File: src/rtl/mac_engine_pkg.sv
// mac_package: engine control/flag types and shared widths for mac_engine.
`default_nettype none

package mac_package;

  localparam int MAC_SHIFT_WIDTH = 5;
  localparam int MAC_LEN_WIDTH   = 16;

  typedef struct packed {
    logic                       clear;
    logic                       enable;
    logic                       start;
    logic                       simple_mul;
    logic [MAC_SHIFT_WIDTH-1:0] shift;
    logic [MAC_LEN_WIDTH-1:0]   len;
  } ctrl_engine_t;

  typedef struct packed {
    logic [MAC_LEN_WIDTH-1:0] cnt;
    logic                     acc_valid;
  } flags_engine_t;

endpackage

`default_nettype wire

File: src/rtl/mac_engine_mulshift.sv
// mac_engine_mulshift: stage-1 signed multiply register and the stage-2 arithmetic shift.
`default_nettype none

module mac_engine_mulshift
  import mac_package::*;
#(
  parameter int DATA_WIDTH = 32
) (
  input  logic                       clk_i,
  input  logic                       rst_ni,
  input  logic                       flush_i,
  input  logic                       load_i,
  input  logic                       valid_i,
  input  logic [DATA_WIDTH-1:0]      a_i,
  input  logic [DATA_WIDTH-1:0]      b_i,
  input  logic [MAC_SHIFT_WIDTH-1:0] shift_i,
  output logic                       valid_o,
  output logic [2*DATA_WIDTH-1:0]    s_o
);

  logic [2*DATA_WIDTH-1:0] prod_q;
  logic                    valid_q;

  // load_i is the pipeline advance: when low the register holds (stall or freeze).
  always_ff @(posedge clk_i or negedge rst_ni) begin
    if (!rst_ni) begin
      prod_q  <= '0;
      valid_q <= 1'b0;
    end else if (flush_i) begin
      prod_q  <= '0;
      valid_q <= 1'b0;
    end else if (load_i) begin
      valid_q <= valid_i;
      if (valid_i) begin
        prod_q <= $signed(a_i) * $signed(b_i);
      end
    end
  end

  assign valid_o = valid_q;
  assign s_o     = $unsigned($signed(prod_q) >>> shift_i);

endmodule

`default_nettype wire

File: src/rtl/mac_engine.sv
// mac_engine: 2-stage signed MAC datapath (element-wise / scalar-accumulate) with stream backpressure.
// Optional: MAC_ENGINE_SATURATE_EN saturates the final d value to the signed DATA_WIDTH range.
`default_nettype none

module mac_engine
  import mac_package::*;
#(
  parameter int DATA_WIDTH = 32,
  parameter int LEN_WIDTH  = MAC_LEN_WIDTH
) (
  input  logic                    clk_i,
  input  logic                    rst_ni,
  input  logic                    test_mode_i,
  input  logic                    a_valid_i,
  output logic                    a_ready_o,
  input  logic [DATA_WIDTH-1:0]   a_data_i,
  input  logic                    b_valid_i,
  output logic                    b_ready_o,
  input  logic [DATA_WIDTH-1:0]   b_data_i,
  input  logic                    c_valid_i,
  output logic                    c_ready_o,
  input  logic [DATA_WIDTH-1:0]   c_data_i,
  output logic                    d_valid_o,
  input  logic                    d_ready_i,
  output logic [DATA_WIDTH-1:0]   d_data_o,
  output logic [DATA_WIDTH/8-1:0] d_strb_o,
  input  ctrl_engine_t            ctrl_i,
  output flags_engine_t           flags_o
);

  localparam int PW = 2 * DATA_WIDTH;

  logic                       unused_test_mode;
  logic [LEN_WIDTH-1:0]       len_q;
  logic [MAC_SHIFT_WIDTH-1:0] shift_q;
  logic                       simple_q;
  logic [LEN_WIDTH-1:0]       in_cnt_q;
  logic [LEN_WIDTH-1:0]       cnt_q;
  logic [PW-1:0]              acc_q;
  logic [DATA_WIDTH-1:0]      d_data_q;
  logic                       d_valid_q;

  logic                       flush;
  logic                       stall;
  logic                       s1_valid;
  logic                       s1_free;
  logic                       c_needed;
  logic                       retire;
  logic                       in_fire;
  logic                       last;
  logic                       emit;
  logic [PW-1:0]              shifted;
  logic [PW-1:0]              c_ext;
  logic [PW-1:0]              sum;
  logic [DATA_WIDTH-1:0]      result;

  assign unused_test_mode = test_mode_i;

  assign flush    = ctrl_i.clear | ctrl_i.start;
  assign stall    = d_valid_q & ~d_ready_i;
  // Element-wise needs c on every result; scalar only on the first one of the job.
  assign c_needed = simple_q | (cnt_q == '0);
  assign retire   = ctrl_i.enable & ~flush & s1_valid & ~stall & (~c_needed | c_valid_i);
  assign s1_free  = ~s1_valid | retire;
  assign in_fire  = ctrl_i.enable & ~flush & a_valid_i & b_valid_i & ~stall & s1_free
                  & (in_cnt_q < len_q);

  assign a_ready_o = in_fire;
  assign b_ready_o = in_fire;
  assign c_ready_o = retire & c_needed;

  mac_engine_mulshift #(
    .DATA_WIDTH (DATA_WIDTH)
  ) u_mulshift (
    .clk_i   (clk_i),
    .rst_ni  (rst_ni),
    .flush_i (flush),
    .load_i  (ctrl_i.enable & s1_free),
    .valid_i (in_fire),
    .a_i     (a_data_i),
    .b_i     (b_data_i),
    .shift_i (shift_q),
    .valid_o (s1_valid),
    .s_o     (shifted)
  );

  assign c_ext = {{DATA_WIDTH{c_data_i[DATA_WIDTH-1]}}, c_data_i};
  assign sum   = (c_needed ? c_ext : acc_q) + shifted;
  assign last  = (cnt_q + LEN_WIDTH'(1)) == len_q;
  assign emit  = simple_q | last;

`ifdef MAC_ENGINE_SATURATE_EN
  // Overflow when the bits above the signed DATA_WIDTH range are not a pure sign extension.
  logic ovf;
  assign ovf    = ~((&sum[PW-1:DATA_WIDTH-1]) | ~(|sum[PW-1:DATA_WIDTH-1]));
  assign result = !ovf       ? sum[DATA_WIDTH-1:0] :
                  sum[PW-1]  ? {1'b1, {(DATA_WIDTH-1){1'b0}}} :
                               {1'b0, {(DATA_WIDTH-1){1'b1}}};
`else
  assign result = sum[DATA_WIDTH-1:0];
`endif

  always_ff @(posedge clk_i or negedge rst_ni) begin
    if (!rst_ni) begin
      len_q     <= '0;
      shift_q   <= '0;
      simple_q  <= 1'b0;
      in_cnt_q  <= '0;
      cnt_q     <= '0;
      acc_q     <= '0;
      d_data_q  <= '0;
      d_valid_q <= 1'b0;
    end else if (flush) begin
      in_cnt_q  <= '0;
      cnt_q     <= '0;
      acc_q     <= '0;
      d_data_q  <= '0;
      d_valid_q <= 1'b0;
      if (!ctrl_i.clear) begin
        len_q    <= ctrl_i.len;
        shift_q  <= ctrl_i.shift;
        simple_q <= ctrl_i.simple_mul;
      end
    end else begin
      if (in_fire) begin
        in_cnt_q <= in_cnt_q + LEN_WIDTH'(1);
      end
      // A pending d handshake completes even while the engine is frozen.
      if (d_valid_q && d_ready_i) begin
        d_valid_q <= 1'b0;
      end
      if (retire) begin
        if (cnt_q < len_q) begin
          cnt_q <= cnt_q + LEN_WIDTH'(1);
        end
        acc_q <= sum;
        if (emit) begin
          d_data_q  <= result;
          d_valid_q <= 1'b1;
        end
      end
    end
  end

  assign d_valid_o         = d_valid_q;
  assign d_data_o          = d_data_q;
  assign d_strb_o          = {(DATA_WIDTH/8){d_valid_q}};
  assign flags_o.cnt       = cnt_q;
  assign flags_o.acc_valid = d_valid_q;

endmodule

`default_nettype wire

File: config.mk
export PLATFORM = sky130hd
export DESIGN_NAME = mac_engine
export DESIGN_NICKNAME = d
export VERILOG_FILES = /design/src/rtl/mac_engine_pkg.sv /design/src/rtl/mac_engine_mulshift.sv /design/src/rtl/mac_engine.sv
export SDC_FILE = /design/constraint.sdc
export NUM_CORES = 2
export LEC_CHECK = 0
export BUFFER_PORTS_ARGS = -buffer_cell sky130_fd_sc_hd__buf_2
export CORE_MARGIN = 1.5
export CORE_UTILIZATION = 65
export DETAILED_ROUTE_END_ITERATION = 6
export PLACE_DENSITY = 0.84
export SETUP_SLACK_MARGIN = 0.15
export SKIP_CTS_REPAIR_TIMING = 1
export SYNTH_ARGS = -nofsm -noshare
export SYNTH_HDL_FRONTEND = slang
export SYNTH_HIERARCHICAL = 1
export SYNTH_SLANG_ARGS = --single-unit
File: constraint.sdc
create_clock -name clk_i -period 5.7 [get_ports clk_i]
set_input_delay 0.285 -clock clk_i [delete_from_list [all_inputs] [get_ports clk_i]]
set_output_delay 0.285 -clock clk_i [all_outputs]
set_load 0.01 [all_outputs]
==> run_results.csv <==
group,metric,value,unit
outcome,status,"finished, violations left",
outcome,violations,"DRC, setup timing",
setup_path,cp.arrival,7620,ps
floorplanning,rows,100,
clocking,htreeDepth,4,
synthesis,yosys_warnings,6,
timing,fmaxAchievable,0.137,GHz
routing,viasPerCell,6.03,
layout,final_nets,7168,
floorplanning,die_h,279,um
setup_path,endpoint_kind,"flop",
routing,dr_total_vias,40301,
clocking,cts_buffers,17,
routing,wl_met2,71400,um
floorplanning,dieArea,77700,um2
synthesis,netlist_area,49400,um2
hold_path,min-delay-start,"ctrl_i[9]",
setup_path,required,6040,ps
synthesis,avgSynthCellArea,9.31,um2
place,portBuffers,183,
setup_path,r2r_start,"shift_q[0]$_DFFE_PN0P_",
timing,fin_crit_sh,128,%
timing,report.final.hold_viol_count,0,
clocking,clk_latency,470,ps
timing,worstMarginPinSlew,963,ps
place,gp_congestion,0.968,
hold_path,min_path_type,"in -> reg",
setup_path,crit_start,"b_data_i[10]",
clocking,cts_tree,"done",
routing,antenna_left,0,
grt,antenna_found_initial,1,
setup_path,crit_type,"in -> reg",
place,dpl.hpwl,113000,um
routing,wl_per_cell,21.4,um
clocking,clockRootBuffer,"clkbuf_16",
floorplanning,ioPinCount,185,
routing,wl_met3,13000,um
grt,grt_pass1_vias,43195,
grt,grt_max_degree,73,
grt,grt_pass1_wl,221000,um
setup_path,cp-start-kind,"input port",
floorplanning,die_x,279,um
timing,period_needed,7280,ps
timing,grt_setup_unrepaired,"true",
floorplanning,coreArea,74800,um2
layout,drive_gt1_share,18.6,%
floorplanning,initial_core_util,66.1,%
layout,diodes,0,
routing,drt_iter0_markers,3500,
setup_path,reg2reg_slack,380,ps
timing,slew_headroom,35.7,%
clocking,cts.sinks,183,
routing,drt_first_pass_iters,7,
timing,worst_slack,-1580,ps
timing,slew_violations,0,
synthesis,postSynthCellCount,5310,
grt,grt_util_all_layers,35.9,%
routing,routed_wl,143000,um
clocking,cts_buffer_depth,2,
synthesis,syn_nets,6778,
layout,mostFrequentLayoutCell,"fa_1",
routing,wl_met1,51500,um
clocking,clkTransAtPathRegs,80,ps
flow_run,drv_cap,0,
timing,tns,-46480,ps
grt,gr-total-overflow,0,
layout,layout_common_cells,"fa_1, inv_1, nand2_1",
timing,fin_worst_skew,20.5,ps
timing,setup_viol,48,
routing,route.detailed.drc,5,
routing,maxUsedRoutingLayer,"met5",
layout,area_delta_synth_final,15.0,%
setup_path,path_max_fanout,14,
-- cell type report --
type                            instances  area [um2]
Multi-Input combinational cell       3828       41100
Clock buffer                           18         439
Clock inverter                         14         175
Fill cell                            4605       18000
Sequential cell                       183        4590
Tap cell                              969        1210
Timing Repair Buffer                  686        5620
Inverter                              984        3700
-- per-layer routing --
metal / track usage [%] / up-vias
met5: 0 / -
li1: - / 16988
met4: 13.7 / 2
met3: 6.27 / 592
met1: 44.6 / 20348
met2: 62.8 / 2371
-- path summary, 6_finish.rpt --
path	end	depth (start not counted)
hold reg to reg	acc_q[31]$_DFFE_PN0P_	2
setup / recovery	u_mulshift/prod_q[58]$_DFFE_PN0P_	24
max in group asynchronous	shift_q[0]$_DFFE_PN0P_	3
min in group asynchronous	cnt_q[5]$_DFFE_PN0P_	2
hold / removal	len_q[9]$_DFFE_PN0P_	3
setup reg to reg	d_data_o[28]$_DFFE_PN0P_	16
-- worst max-delay path, stage by stage --
cell and delay [ps]:
buf_6 150, buf_12 160, and2_4 160, fa_1 520
fa_1 560, inv_1 50, fa_1 400, fa_1 580
inv_2 50, fa_1 580, fa_1 440, fa_1 490
fa_2 620, ha_4 240, nand4_1 130, o21ai_1 120
o22ai_2 260, a2111oi_4 120, a2111o_1 340, a211o_1 360
o21a_2 260, or3_4 380, o2111ai_1 230, o211ai_1 120
-- metrics by stage --
stage / setup slack, ps / area, um2 / instances / hold slack [ps] / util (%)
after floorplan: -1450 / 50400 / 5310 / -10.6 / -
after global placement: -1900 / 54700 / 6612 / 261 / 73.2
after CTS: -1720 / 55400 / 6644 / -231 / 74.0
after detailed placement: -2180 / 54700 / 6612 / 263 / 73.2
after global routing: -1740 / 56800 / 6682 / 47.1 / 76.0
final: -1580 / 56800 / 6682 / 32.7 / 76.0
-- sequential cells by signal (all words and copies together), names as in the netlist, 5 cells and up --
signal,cells
u_mulshift/prod_q,63
acc_q,32
d_data_o,32
cnt_q,16
in_cnt_q,16
len_q,16
shift_q,5
Power is left out: the tool's default activity adds up to more than one toggle a clock period on the data nets, which glitch-free logic cannot reach.
